==> config.mk <==
export PLATFORM = sky130hd
export DESIGN_NAME = dmem_loader
export DESIGN_NICKNAME = d
export VERILOG_FILES = /design/src/rtl/dmem_loader_pkg.sv /design/src/rtl/dmem_loader_byte_packer.sv /design/src/rtl/dmem_loader.sv
export SDC_FILE = /design/constraint.sdc
export NUM_CORES = 1
export LEC_CHECK = 0
export CORE_UTILIZATION = 41
export CTS_CLUSTER_SIZE = 30
export DETAILED_ROUTE_END_ITERATION = 10
export GPL_TIMING_DRIVEN = 1
export PLACE_DENSITY = 0.77
export SLEW_MARGIN = 10
export SYNTH_ARGS = -nofsm -noshare
export SYNTH_HDL_FRONTEND = slang
export SYNTH_SLANG_ARGS = --single-unit
==> constraint.sdc <==
create_clock -name clock -period 1.7 [get_ports clock]
set_input_delay 0.51 -clock clock [delete_from_list [all_inputs] [get_ports clock]]
set_output_delay 0.51 -clock clock [all_outputs]
set_load 0.02 [all_outputs]
==> src/rtl/dmem_loader_pkg.sv <==
// dmem_loader_pkg: shared types and constants for the data-memory loader.
package dmem_loader_pkg;

    localparam int DATA_REGION_WORDS = 32;
    localparam int WORD_BYTES        = 4;

    typedef enum logic [2:0] {
        ST_IDLE    = 3'd0,
        ST_COLLECT = 3'd1,
        ST_WRITE   = 3'd2,
        ST_VERIFY  = 3'd3,
        ST_DONE    = 3'd4
    } state_e;

    // Byte address of a data-region word: the index wraps modulo 32 and
    // addr[7] stays 0, so the I/O region can never be reached.
    function automatic logic [31:0] word_addr(input int unsigned base,
                                              input logic [4:0] index);
        logic [4:0] wi;
        wi = 5'(base) + index;
        return {24'b0, 1'b0, wi, 2'b00};
    endfunction

endpackage

==> src/rtl/dmem_loader_byte_packer.sv <==
// dmem_loader_byte_packer: little-endian assembly of four stream bytes into
// one word. word_o already contains the byte pushed this cycle, so the FSM
// can register the finished word on the same edge as the fourth transfer.
module dmem_loader_byte_packer
    import dmem_loader_pkg::*;
(
    input  logic        clock_i,
    input  logic        reset_i,
    input  logic        clear_i,
    input  logic        push_i,
    input  logic [7:0]  byte_i,
    output logic [31:0] word_o,
    output logic        word_full_o
);

    logic [1:0]  byte_cnt_q, byte_cnt_d;
    logic [31:0] word_q, word_d;

    // Next-state: clear on a new load, otherwise insert the byte at its lane.
    always_comb begin
        byte_cnt_d = byte_cnt_q;
        word_d     = word_q;
        if (clear_i) begin
            byte_cnt_d = 2'd0;
            word_d     = 32'd0;
        end else if (push_i) begin
            word_d[{byte_cnt_q, 3'b000} +: 8] = byte_i;
            byte_cnt_d = byte_cnt_q + 2'd1;
        end
    end

    // Lane counter and partial word registers.
    always_ff @(posedge clock_i) begin
        if (reset_i) begin
            byte_cnt_q <= 2'd0;
            word_q     <= 32'd0;
        end else begin
            byte_cnt_q <= byte_cnt_d;
            word_q     <= word_d;
        end
    end

    assign word_o      = word_d;
    assign word_full_o = push_i && !clear_i && (byte_cnt_q == 2'(WORD_BYTES - 1));

endmodule

==> src/rtl/dmem_loader.sv <==
// dmem_loader: accepts a byte stream, packs it into words and writes them to
// consecutive data-memory words through the CPU's store port.
// Optional feature macro: DMEM_LOADER_VERIFY_EN adds a one-cycle readback
// check after every write and a sticky error flag.
// Handshake: a byte transfers on a rising edge where byte_valid and
// byte_ready are both high; byte_ready is registered, high only in COLLECT,
// and the producer must hold byte_in stable while byte_valid waits.
module dmem_loader
    import dmem_loader_pkg::*;
#(
    parameter int BASE_WORD = 0,
    parameter int NUM_WORDS = 32
) (
    input  logic        clock,
    input  logic        reset,
    input  logic        start,
    input  logic [7:0]  byte_in,
    input  logic        byte_valid,
    output logic        byte_ready,
    output logic [31:0] addr,
    output logic [31:0] datain,
    output logic        we,
    input  logic [31:0] dataout,
    output logic        busy,
    output logic        done,
    output logic        error,
    output logic [5:0]  word_count,
    output state_e      dbg_state
);

    localparam logic [4:0] LAST_INDEX = 5'(NUM_WORDS - 1);

    state_e      state_q, state_d;
    logic [4:0]  index_q, index_d;
    logic [5:0]  word_count_q, word_count_d;
    logic        byte_ready_q, byte_ready_d;
    logic        we_q, we_d;
    logic [31:0] addr_q, addr_d;
    logic [31:0] datain_q, datain_d;
    logic        advance;
    logic        pk_clear, pk_push, pk_full;
    logic [31:0] pk_word;

    assign pk_push = (state_q == ST_COLLECT) && byte_valid && byte_ready_q;

    dmem_loader_byte_packer u_packer (
        .clock_i     (clock),
        .reset_i     (reset),
        .clear_i     (pk_clear),
        .push_i      (pk_push),
        .byte_i      (byte_in),
        .word_o      (pk_word),
        .word_full_o (pk_full)
    );

`ifdef DMEM_LOADER_VERIFY_EN
    logic error_q, error_d;
`endif

    // Next-state and registered bus outputs; every target defaulted first.
    always_comb begin
        state_d      = state_q;
        index_d      = index_q;
        word_count_d = word_count_q;
        byte_ready_d = 1'b0;
        we_d         = 1'b0;
        addr_d       = addr_q;
        datain_d     = datain_q;
        pk_clear     = 1'b0;
        advance      = 1'b0;
`ifdef DMEM_LOADER_VERIFY_EN
        error_d      = error_q;
`endif
        case (state_q)
            ST_IDLE, ST_DONE: begin
                if (start) begin
                    state_d      = ST_COLLECT;
                    index_d      = 5'd0;
                    word_count_d = 6'd0;
                    byte_ready_d = 1'b1;
                    pk_clear     = 1'b1;
`ifdef DMEM_LOADER_VERIFY_EN
                    error_d      = 1'b0;
`endif
                end
            end
            ST_COLLECT: begin
                byte_ready_d = 1'b1;
                if (pk_full) begin
                    state_d      = ST_WRITE;
                    byte_ready_d = 1'b0;
                    we_d         = 1'b1;
                    addr_d       = word_addr(BASE_WORD, index_q);
                    datain_d     = pk_word;
                end
            end
            ST_WRITE: begin
                word_count_d = word_count_q + 6'd1;
`ifdef DMEM_LOADER_VERIFY_EN
                state_d      = ST_VERIFY;
`else
                advance      = 1'b1;
`endif
            end
`ifdef DMEM_LOADER_VERIFY_EN
            ST_VERIFY: begin
                // addr is still held, so dataout is the word just written.
                if (dataout != datain_q) begin
                    error_d = 1'b1;
                end
                advance = 1'b1;
            end
`endif
            default: state_d = ST_IDLE;
        endcase

        if (advance) begin
            if (index_q == LAST_INDEX) begin
                state_d = ST_DONE;
            end else begin
                index_d      = index_q + 5'd1;
                state_d      = ST_COLLECT;
                byte_ready_d = 1'b1;
            end
        end
    end

    // State and output registers; reset abandons any partial word.
    always_ff @(posedge clock) begin
        if (reset) begin
            state_q      <= ST_IDLE;
            index_q      <= 5'd0;
            word_count_q <= 6'd0;
            byte_ready_q <= 1'b0;
            we_q         <= 1'b0;
            addr_q       <= 32'd0;
            datain_q     <= 32'd0;
        end else begin
            state_q      <= state_d;
            index_q      <= index_d;
            word_count_q <= word_count_d;
            byte_ready_q <= byte_ready_d;
            we_q         <= we_d;
            addr_q       <= addr_d;
            datain_q     <= datain_d;
        end
    end

`ifdef DMEM_LOADER_VERIFY_EN
    // Sticky readback-mismatch flag, cleared only by start or reset.
    always_ff @(posedge clock) begin
        if (reset) begin
            error_q <= 1'b0;
        end else begin
            error_q <= error_d;
        end
    end

    assign error = error_q;
`else
    logic unused_dataout;
    assign unused_dataout = ^dataout;
    assign error = 1'b0;
`endif

    assign byte_ready = byte_ready_q;
    assign addr       = addr_q;
    assign datain     = datain_q;
    assign we         = we_q;
    assign word_count = word_count_q;
    assign busy       = (state_q == ST_COLLECT) || (state_q == ST_WRITE) ||
                        (state_q == ST_VERIFY);
    assign done       = (state_q == ST_DONE);
    assign dbg_state  = state_q;

endmodule

# == Yosys cells after proc, flatten, opt, wreduce, memory -nomap -nowiden ==
# Index checks and enable logic that the tools add are counted.
# totals
inputBits,44
output_inout_bits,78
ff_bits,87
elab_cells,63
# op_classes
shifts,2
bitwise,1
mux,22
eq_ne,10
n_addsub,4
n_reduce_logical,15
# op_table
cell,count
$mux 32,2
$bwmux 32,1
$shift 8x7->32 const A,1
$shiftx 8x7->32,1
$mux 5,4
$mux 3,4
$pmux 6 s2,1
$pmux 3 s3,1
$mux 1,7
$neg 5->7,1
$add 6x1->6 const B,1
$eq 3x2->1 const B,2
$mux 6,1
$ne 3x3->1 const B,2
$reduce_or 2->1,3
$add 5x1->5 const B,1
$eq 5x5->1 const B,1
$logic_and 1x1->1,4
$ne 2x2->1 const B,2
$reduce_and 2->1,2
$eq 3x1->1 const B,1
$eq 3x3->1 const B,1
$logic_not 3->1,1
$reduce_and 3->1,1
7 further kinds,8

# == Logic depth before layout (Yosys ltp) ==
# Gate-level depths: netlist of run 1.
# depth
ltp_word,10
depth_mapped,9
ltp_nobuf,7

# == By module ==
# A second synthesis of run 1 with hierarchy kept.
# hier_totals
cells_unflattened,449
hier_area_um2,3754.9
# by_module_without_submodules
mod,seq_area_each_um2,instances,cells_each,area_per_inst_um2
dmem_loader,1061.0,1,277,2259.7
dmem_loader_byte_packer,680.7,1,172,1495.2

# == Least setup slack after synthesis of run 1 ==
# Ideal clock, no wire load.
# synth_timing
kind,flip-flop to flip-flop
start,register u_packer.byte_cnt_q[0]
end,register datain_q[2] (netlist: datain[2])
setup_time_ns,0.079
t_required_ns,1.621
slack_ns,-0.083
n_path_buf,0
arrival_ns,1.704
path_stages_with_launch,7
period_less_slack_ns,1.783
path_cell_list,dfxtp_1 inv_1 ha_1 nor3b_1 and2_1 mux2i_1 a211oi_2
# synth_between
elab_chain_cells,5
elab_cells_between_ends,9
cone_classes,add/sub: 1; eq/ne: 1; shift: 2; mux: 3; reduce/logical: 2
# synth_rtl
item,line,text
start: declaration,dmem_loader_byte_packer.sv:16,"logic [1:0] byte_cnt_q, byte_cnt_d;"
start signal: assignment,dmem_loader_byte_packer.sv:38,byte_cnt_q <= byte_cnt_d;
$neg 5->7,dmem_loader_byte_packer.sv:27,"word_d[{byte_cnt_q, 3'b000} +: 8] = byte_i;"
$shiftx 8x7->32 / $shift 8x7->32 (equally long branches),dmem_loader_byte_packer.sv:27,
$bwmux 32,dmem_loader_byte_packer.sv:27,
$mux 32,dmem_loader_byte_packer.sv:26,end else if (push_i) begin
$mux 32,dmem_loader_byte_packer.sv:23,if (clear_i) begin
end signal: assignment,dmem_loader.sv:145,datain_q <= datain_d;
end: declaration,dmem_loader.sv:39,"logic [31:0] datain_q, datain_d;"
# Parallel ways exist; a longest one is shown, timed or not.
# A chain may end at the register's enable or synchronous reset.

# == Worst setup path after layout of run 1 ==
# layout_timing
start,register state_q[0] (netlist: dbg_state[0])
end,output dbg_state[0]
# layout_lines
item,line,text
start: declaration,dmem_loader.sv:33,"state_e state_q, state_d;"
start signal: assignment,dmem_loader.sv:139,state_q <= state_d;
end: declaration,dmem_loader.sv:28,output state_e dbg_state
# No word-level cell between the ends.

==> impl_metrics.yaml, run 1 <==
floorplanning:
  die_w_um: 94.3
  die_height_um: 94.3
  rows: 33
  core_um2: 8220
  die-area_um2: 8890
  start_util_pct: 42.5
  ios: 122
critical_path:
  required_ps: 1190
  regToRegSetupSlack_ps: 60
  crit_fanout: 9
  end_kind: "primary output"
  setup.worst_path.start_class: "flip-flop"
  crit_path_top_delay_cell: "dlygate4sd2_1"
  cp.depth: 2
  critPathTopFamily: "buffers and inverters"
  ff2ff_path_depth: 6
  critPathKind: "reg2out"
  timing.critical_path.from: "dbg_state[0]"
  arrival_ps: 1170
  slowest_delay_ps: 350
  r2r_start: "dbg_state[0]"
  path_buf_inv: 2
  crit_chain: "buf_4 -> dlygate4sd2_1"
  r2r_end: "datain[7]"
  crit_path_end: "dbg_state[0]"
cts:
  htree_levels: 3
  clk_path_buf_depth: 2
  cts_tree: "yes"
  cts_buffers: 9
  clock-root-buffer: "clkbuf_8"
  clk_latency_ps: 340
  cts.clk_slew.worst_paths_ps: 80
  numClockSinks: 79
timing:
  skew_ps: 5.63
  maxSlewViolCount: 0
  fin_ws_ps: 17.0
  final-setup-viol-count: 0
  hold_viol: 0
  rsz0062_at_grt: "yes"
  whs_ps: 450
  min_period_over_period_pct: 99.0
  fmax_mhz: 594
  fin_setup_tns_ps: 0
  period_minus_slack_ps: 1680
placement:
  port_buffers: 61
  routabilityCongestion: 0.827
  post-dp-hpwl_um: 5510
  place_ws_ps: -401
  place_area_um2: 4220
pwr:
  p_clk_share_pct: 38.4
  peakVddDrop_v: 0.000548
  swShare_pct: 25.1
  pwr-share-comb_pct: 7.1
  pwr_density_cell_nw_per_um2: 750
  p_seq_share_pct: 54.5
  p_switching_w: 0.000855
  internal_power_w: 0.00255
  power_leakage_nw: 1.88
global_route:
  grt_pass1_vias: 2732
  grt_pass1_wl_um: 12600
  antenna_found_initial: 0
  gr-usage-all-layers_pct: 18.2
  grt_start_max_net_pins: 22
  grt_overflow: 0
layout:
  syn2layout_area_growth_pct: 30.2
  layout_commonest_cell: "dfxtp_1"
  mostFrequentLayoutCells: "dfxtp_1 (76), dlygate4sd2_1 (47), nor2_1 (46)"
  final_layout_size_suffix_gt1_share_pct: 21.5
  antenna_cells: 0
  finalInstanceArea_um2: 4550
  final_nets: 502
synth:
  async_reset_ff_share_pct: 0
  synth_area_um2: 3490
  synth_warnings: 0
  netlist_instances: 371
  synth.ff_latch_count: 79
  ys.flop_type: "dfxtp_1"
  synth.distinct_cells: 39
  synth-edff-count: 0
  seq_area_frac_synth_pct: 45.3
  syn_area_per_cell_um2: 9.41
drt:
  initialDrtViolationCount: 158
  viasPerCell: 4.95
  routed-via-count: 2771
  drt_first_pass_iters: 4
  routed_wl_um: 7980
  drc: 0
  final_antenna_net_count: 0
  wire_per_inst_um: 14.2
run_status:
  status: "finished clean"
flow_run:
  drv_cap: 0
hold_path:
  min_path_type: "reg2reg"
-- power groups by stage --
stage | Sequential (W) | Clock (W) | Combinational (W)
floorplan | 0.00191 | 0 | 0.000195
global placement | 0.00190 | 0 | 0.000233
detailed placement | 0.00190 | 0 | 0.000237
CTS | 0.00186 | 0.00133 | 0.000237
global route | 0.00186 | 0.00140 | 0.000264
finish | 0.00186 | 0.00131 | 0.000243
-- kinds of logic after synthesis --
kind of cell               synth area share (%)
AOI/OAI and AO/OA                          11.9
xor gates and xnor gates                  0.251
adders and majority gates                  2.87
buffers and inverters                      11.4
DFF                                        45.3
muxes                                      7.20
other                                     0.107
and+or+nand+nor                            21.0
-- synth_stat cells (all sizes together), types with 5 or more instances --
master   number  area [um^2]
dfxtp        79         1580
nor2         49          186
buf          47          362
nand2        32          120
a21oi        25          125
and2         25          156
mux2i        24          240
o2bb2ai      14          173
a211oi       13          103
ha            8          100
nor3          8         40.0
nand3         7         35.0
and3          6         37.5
nor3b         6         50.1
clkbuf        5         18.8
inv           5         18.8
-- metrics by stage --
stage               total power [W]  cells  util [%]
floorplan                   0.00210    398         -
global route                0.00352    560      55.3
detailed placement          0.00214    540      51.3
global placement            0.00213    540      51.3
finish                      0.00341    560      55.3
CTS                         0.00342    556      53.3
-- repair_timing --
item / 4_1_cts / 5_1_grt
setup buffers: 0 / 3
hold buffers: 0 / 0
endpoints found under the setup margin: 83 / 46
pin swaps: 0 / 3
gates cloned: 0 / 1
gates resized for setup: 65 / 32
-- cell type report --
class / instances / area, um^2
clock buffer: 12 / 155
clock inverter: 4 / 28.8
fill: 752 / 3670
inverter: 5 / 18.8
multi-input combinational: 262 / 1760
sequential: 79 / 1590
tap: 105 / 131
timing repair buffer: 93 / 871
-- how the worst min path moves through the flow --
| stage | to | start | depth (start not counted) | slack [ps] |
|---|---|---|---|---|
| 4_1_cts | addr[3] | addr[3] | 2 | 460 |
| 3_3_place_gp | datain[28] | datain[28] | 2 | 440 |
| 5_1_grt | datain[26] | datain[26] | 2 | 480 |
| 3_5_place_dp | addr[3] | addr[3] | 2 | 450 |
| 6_report | datain[29] | datain[29] | 2 | 450 |
| 2_1_floorplan | addr[6] | index_q[4] | 2 | 450 |
-- sequential cells by signal, indices dropped and copies added (netlist names) --
signal / count
datain: 32
u_packer.word_q: 24
word_count: 6
addr: 5
index_q: 5
dbg_state: 3
u_packer.byte_cnt_q: 2
byte_ready: 1
we: 1
-- layer usage --
metal | track usage [%] | share of wire (%) | up-vias
met5 | 0 | 0 | -
met4 | 8.21 | 1.8 | 0
met3 | 3.64 | 5.0 | 15
met2 | 31.6 | 49 | 85
met1 | 21.5 | 44 | 1320
li1 | - | - | 1351
-- worst reg2reg max path: cells and delay by family (launching register included) --
family	cells	cell delay, ps
mux	1	300
simple gates	2	530
buf+inv	2	280
flops	1	340
compound gates	1	90
Power figures use the tool's default switching activity.
==> run 2: changes to the inputs <==
Settings changed: CORE_UTILIZATION 41 to 42, SYNTH_HIERARCHICAL from default to 1.
==> run 2 against run 1 <==
Net effect: worst setup slack worse by 260 ps; the flow now finishes with violations (negative setup slack); clock power increased by 33%; combinational power is 42% higher; largest cell class unchanged; via count rose by 31%; cell count rose by 20%; critical path type is now reg2reg; global-route usage increased by 5.9 points; maximum frequency is 13% lower.
==> impl_metrics.yaml, run 2 <==
critical_path:
  crit_fanout: 6
  arrival_ps: 2240
  critPathKind: "reg2reg"
  timing.critical_path.from: "byte_ready"
  required_ps: 2000
  r2r_end: "datain[18]"
  crit_path_frequent_cell: "buf_6"
  end_kind: "flip-flop"
  critPathTopFamily: "simple AND/OR/NAND/NOR gates"
  ff2ff_path_depth: 10
  crit_path_end: "datain[18]"
  crit_path_top_delay_cell: "dfxtp_4"
  cp.depth: 10
  regToRegSetupSlack_ps: -240
  setup.worst_path.start_class: "flip-flop"
  slowest_delay_ps: 380
  r2r_start: "byte_ready"
  crit_chain: "nand2_8 -> nor4b_4 -> buf_6 -> buf_6 -> buf_6 -> and3b_2 -> a32oi_2 -> nor2_1 -> nand2_1 -> a21oi_1"
  path_buf_inv: 3
pwr:
  peakVddDrop_v: 0.000627
  power_leakage_nw: 2.35
  pwr_density_cell_nw_per_um2: 718
cts:
  numClockSinks: 87
  clk_path_buf_depth: 2
  cts_buffers: 9
  htree_levels: 3
  clock-root-buffer: "clkbuf_8"
  cts_tree: "yes"
  clk_latency_ps: 360
  cts.clk_slew.worst_paths_ps: 80
drt:
  wl_met3_um: 709
  drc: 0
  drt_first_pass_iters: 4
  wire_per_inst_um: 17.5
  viasPerCell: 5.40
  routed_wl_um: 11800
  top_layer_used: "met4"
  routed-via-count: 3628
  final_antenna_net_count: 0
  dr_wl_met2_um: 5880
  initialDrtViolationCount: 195
  met1_length_um: 4740
global_route:
  grt_pass1_wl_um: 16800
  gr-usage-all-layers_pct: 24.2
  grt_pass1_vias: 3340
  grt_start_max_net_pins: 36
  antenna_found_initial: 0
  grt_overflow: 0
placement:
  place_ws_ps: -898
  port_buffers: 61
  routabilityCongestion: 0.862
  post-dp-hpwl_um: 6340
floorplanning:
  ios: 122
  core_um2: 8680
  start_util_pct: 43.3
  die_height_um: 96.6
  die-area_um2: 9320
  rows: 34
  die_w_um: 96.6
layout:
  fill_cells: 656
  mostFrequentLayoutCells: "dfxtp_1 (80), nand2_1 (68), nor2_1 (61)"
  antenna_cells: 0
  layout_commonest_cell: "dfxtp_1"
  final_nets: 611
  final_util_pct: 66.4
  final_layout_size_suffix_gt1_share_pct: 37.6
  syn2layout_area_growth_pct: 53.5
timing:
  skew_ps: 8.66
  maxSlewViolCount: 0
  period_minus_slack_ps: 1940
  fmax_mhz: 516
  fin_ws_ps: -239
  rsz0062_at_grt: "yes"
  final-setup-viol-count: 65
  hold_viol: 0
  min_period_over_period_pct: 114
  fin_setup_tns_ps: -8430
synth:
  synth.top_cell.area_share_pct: 46.4
  netlist_instances: 449
  synth.distinct_cells: 49
  yosysMostFrequentCell: "dfxtp_1"
  synth_area_um2: 3750
  synth-edff-count: 0
  syn_area_per_cell_um2: 8.36
  synth.ff_latch_count: 87
  yosys-top-cells-area: "dfxtp_1 (46%), nand2_1 (8.3%), a32oi_1 (7.5%)"
  synth_warnings: 6
  yosys.area.top_type: "dfxtp_1"
  async_reset_ff_share_pct: 0
  seq_area_frac_synth_pct: 46.4
  ys.flop_type: "dfxtp_1"
  yosys-top-cells-count: "dfxtp_1 (87), nand2_1 (83), nor2_1 (73)"
flow_run:
  drv_cap: 0
hold_path:
  min_path_type: "in2reg"
run_status:
  status: "finished, violations left"
  violations: "negative setup slack"
-- run 2: cell count changes after synthesis, sizes merged, moves of 3 or more --
cell,delta
nor2,+24
nor3,-7
nand2,+51
a211oi,-12
clkbuf,+11
and2,-23
mux2i,-24
and3b,+4
a21oi,+22
and3,-3
dfxtp,+8
o2bb2ai,-14
nand2b,-3
a32oi,+32
-- run 2: per-stage QoR --
step           hold slack [ps]  total power (W)  area [um^2]  std cells
2_1_floorplan              457          0.00231         3980        476
3_3_place_gp               439          0.00236         4690        631
3_5_place_dp               444          0.00237         4690        631
4_1_cts                    401          0.00408         5420        665
5_1_grt                    394          0.00426         5760        672
6_report                   406          0.00414         5760        672
-- run 2: worst min path at each step --
stage	start	end	slack [ps]	cells past startpoint
5_1_grt	reset	addr[5]	390	2
3_5_place_dp	datain[30]	datain[30]	440	2
2_1_floorplan	index_q[3]	addr[5]	460	2
4_1_cts	reset	addr[5]	400	2
3_3_place_gp	datain[29]	datain[29]	440	2
6_report	reset	addr[5]	410	2
-- run 2: repair_timing --
item,in CTS,in global routing
resized for setup,127,94
pin swaps,40,67
gates cloned,7,0
endpoints found under the setup margin,130,84
hold buffers,0,0
setup buffers,11,12
endpoints found under the hold margin,0,0
-- run 2: layout make-up --
cell class / count / area [um^2] / share of cell area, %
multi-input combinational: 323 / 2370 / 41.0
sequential: 87 / 1760 / 30.5
timing repair buffer: 133 / 1240 / 21.6
clock buffer: 13 / 149 / 2.58
tap: 108 / 135 / 2.34
clock inverter: 3 / 90.1 / 1.56
inverter: 5 / 21.3 / 0.369
-- run 2: cells by family after synthesis --
group	synth area share, %
other	0.0999
adders and majority gates	2.67
buffers and inverters	10.5
DFF	46.4
xor gates and xnor gates	0.233
and+or+nand+nor	24.2
muxes	0.600
AOI/OAI and AO/OA	15.4
-- run 2: worst register-to-register path, stage by stage (launching register included) --
cell     delay, ps
dfxtp_4        380
nand2_8         50
nor4b_4        250
buf_6          160
buf_6          100
buf_6           90
and3b_2        330
a32oi_2        160
nor2_1         130
nand2_1         70
a21oi_1        130
-- run 2: routing by layer --
layer / global-route usage (%) / up-vias
li1: - / 1704
met1: 29.3 / 1763
met2: 40.4 / 129
met3: 5.24 / 32
met4: 12.1 / 0
met5: 0 / -
-- run 2: where the power goes --
group / switching [W] / total [W] / internal (W)
logic: 0.000232 / 0.000346 / 0.000114
registers: 0.00000745 / 0.00205 / 0.00204
clock network: 0.000725 / 0.00174 / 0.00102
==> run 3: changes to the inputs <==
Settings changed: CORE_UTILIZATION 42 to 56, DONT_BUFFER_PORTS from default to 1, PLACE_DENSITY 0.77 to 0.74.
==> run 3 against run 2 <==
Net effect: the run ends with design-rule violations, negative setup slack left; global-route usage increased by 2.2 points; design area is 16% lower; worst hold slack got worse by 200 ps; critical path depth decreased by 3; sequential power is essentially flat; highest routed layer unchanged.
==> impl_metrics.yaml, run 3 (synthesis results as in run 2) <==
critical_path:
  slowest_delay_ps: 530
  required_ps: 1990
  critPathKind: "reg2reg"
  path_buf_inv: 3
  crit_chain: "or3b_4 -> inv_4 -> nor2_4 -> buf_4 -> buf_6 -> or4b_4 -> a31oi_4"
  critPathTopFamily: "simple AND/OR/NAND/NOR gates"
  setup.worst_path.start_class: "flip-flop"
  crit_fanout: 4
  arrival_ps: 2230
  end_kind: "flip-flop"
  crit_path_top_delay_cell: "or4b_4"
global_route:
  grt_pass1_wl_um: 14700
  gr-usage-all-layers_pct: 26.4
  grt_overflow: 0
  grt_start_max_net_pins: 57
  grt_pass1_vias: 3049
  antenna_found_initial: 0
floorplanning:
  start_util_pct: 58.5
  die-area_um2: 7040
  die_w_um: 83.9
  ios: 122
  die_height_um: 83.9
  core_um2: 6420
  rows: 29
layout:
  final_layout_size_suffix_gt1_share_pct: 33.5
  multi_input_area_um2: 2210
  syn2layout_area_growth_pct: 29.2
  antenna_cells: 0
  layout_commonest_cell: "dfxtp_1"
  final_nets: 533
  ff_latch_area_um2: 1760
  mostFrequentLayoutCells: "dfxtp_1 (79), nand2_1 (70), nor2_1 (69)"
  instances_no_fill: 563
  fill_cells: 455
pwr:
  pwr_density_cell_nw_per_um2: 768
  peakVddDrop_v: 0.000506
  power_leakage_nw: 1.75
drt:
  routed_wl_um: 10300
  viasPerCell: 5.81
  routed-via-count: 3273
  drt_first_pass_iters: 7
  wire_per_inst_um: 18.2
  drc: 12
  final_antenna_net_count: 0
  initialDrtViolationCount: 286
run_status:
  status: "finished, violations left"
  violations: "design-rule violations, negative setup slack"
timing:
  min_period_over_period_pct: 114
  fin_ws_ps: -238
  maxSlewViolCount: 0
  final-setup-viol-count: 52
  period_minus_slack_ps: 1940
  rsz0062_at_grt: "yes"
  hold_viol: 0
  fmax_mhz: 516
  skew_ps: 11.7
cts:
  cts_tree: "yes"
  cts_buffers: 9
  clock-root-buffer: "clkbuf_8"
  clk_path_buf_depth: 2
  htree_levels: 3
  cts.clk_slew.worst_paths_ps: 90
  clk_latency_ps: 360
  numClockSinks: 87
placement:
  routabilityCongestion: 0.809
  post-dp-hpwl_um: 5380
  placed_cells: 529
  place_ws_ps: -313
  port_buffers: 0
flow_run:
  drv_cap: 0
hold_path:
  min_path_type: "in2reg"
run 3: changes by cell type in the layout (fill, tap and decap cells not counted), sizes merged:
cell and delta:
clkdlybuf4s50 -8, clkinv +3, buf -24, clkdlybuf4s15 -1, dlygate4sd2 -47, clkbuf +1
bufinv -2
run 3: power breakdown:
| group | leakage [nW] | internal (W) | switching [W] |
|---|---|---|---|
| Clock | 0.100 | 0.000714 | 0.000732 |
| Sequential | 0.706 | 0.00204 | 0.00000788 |
| Combinational | 0.944 | 0.0000720 | 0.000158 |
run 3: through the flow:
step	TNS, ps	cell area, um^2	utilization [%]	hold slack (ps)	total power [W]
floorplan	-7160	3980	-	457	0.00231
CTS	-4280	4500	70.0	203	0.00369
detailed placement	-12420	3980	61.9	481	0.00228
finish	-8180	4850	75.5	203	0.00372
global route	-10820	4850	75.5	191	0.00383
global placement	-10550	3980	61.9	471	0.00228
run 3: layer usage:
layer / up-vias / wire length (um) / track usage [%]
li1: 1545 / - / -
met1: 1572 / 4020 / 32.5
met2: 130 / 5220 / 43.6
met3: 26 / 725 / 6.23
met4: 0 / 312 / 12.4
met5: - / 0 / 0
run 3: layout make-up:
class | count | share of cell area, %
clock buffer | 12 | 2.99
tap | 77 | 1.99
inverter | 5 | 0.439
timing repair buffer | 55 | 11.8
clock inverter | 4 | 0.929
multi-input combinational | 323 | 45.6
sequential | 87 | 36.3
run 3: path summary, 6_finish.rpt:
kind / slack (ps) / depth (start not counted) / endpoint / start
max: -240 / 7 / dbg_state[0] / dbg_state[0]
min: 200 / 1 / byte_ready / reset
max reg2reg: -240 / 7 / dbg_state[0] / dbg_state[0]
min reg2reg: 500 / 2 / u_packer/word_q[28] / u_packer/word_q[28]
run 3: what timing repair did:
action	4_1_cts	5_1_grt
resized for setup	44	57
hold buffers	0	0
gates cloned	3	2
pin swaps	10	22
endpoints found under the setup margin	51	81
buffers inserted	8	5
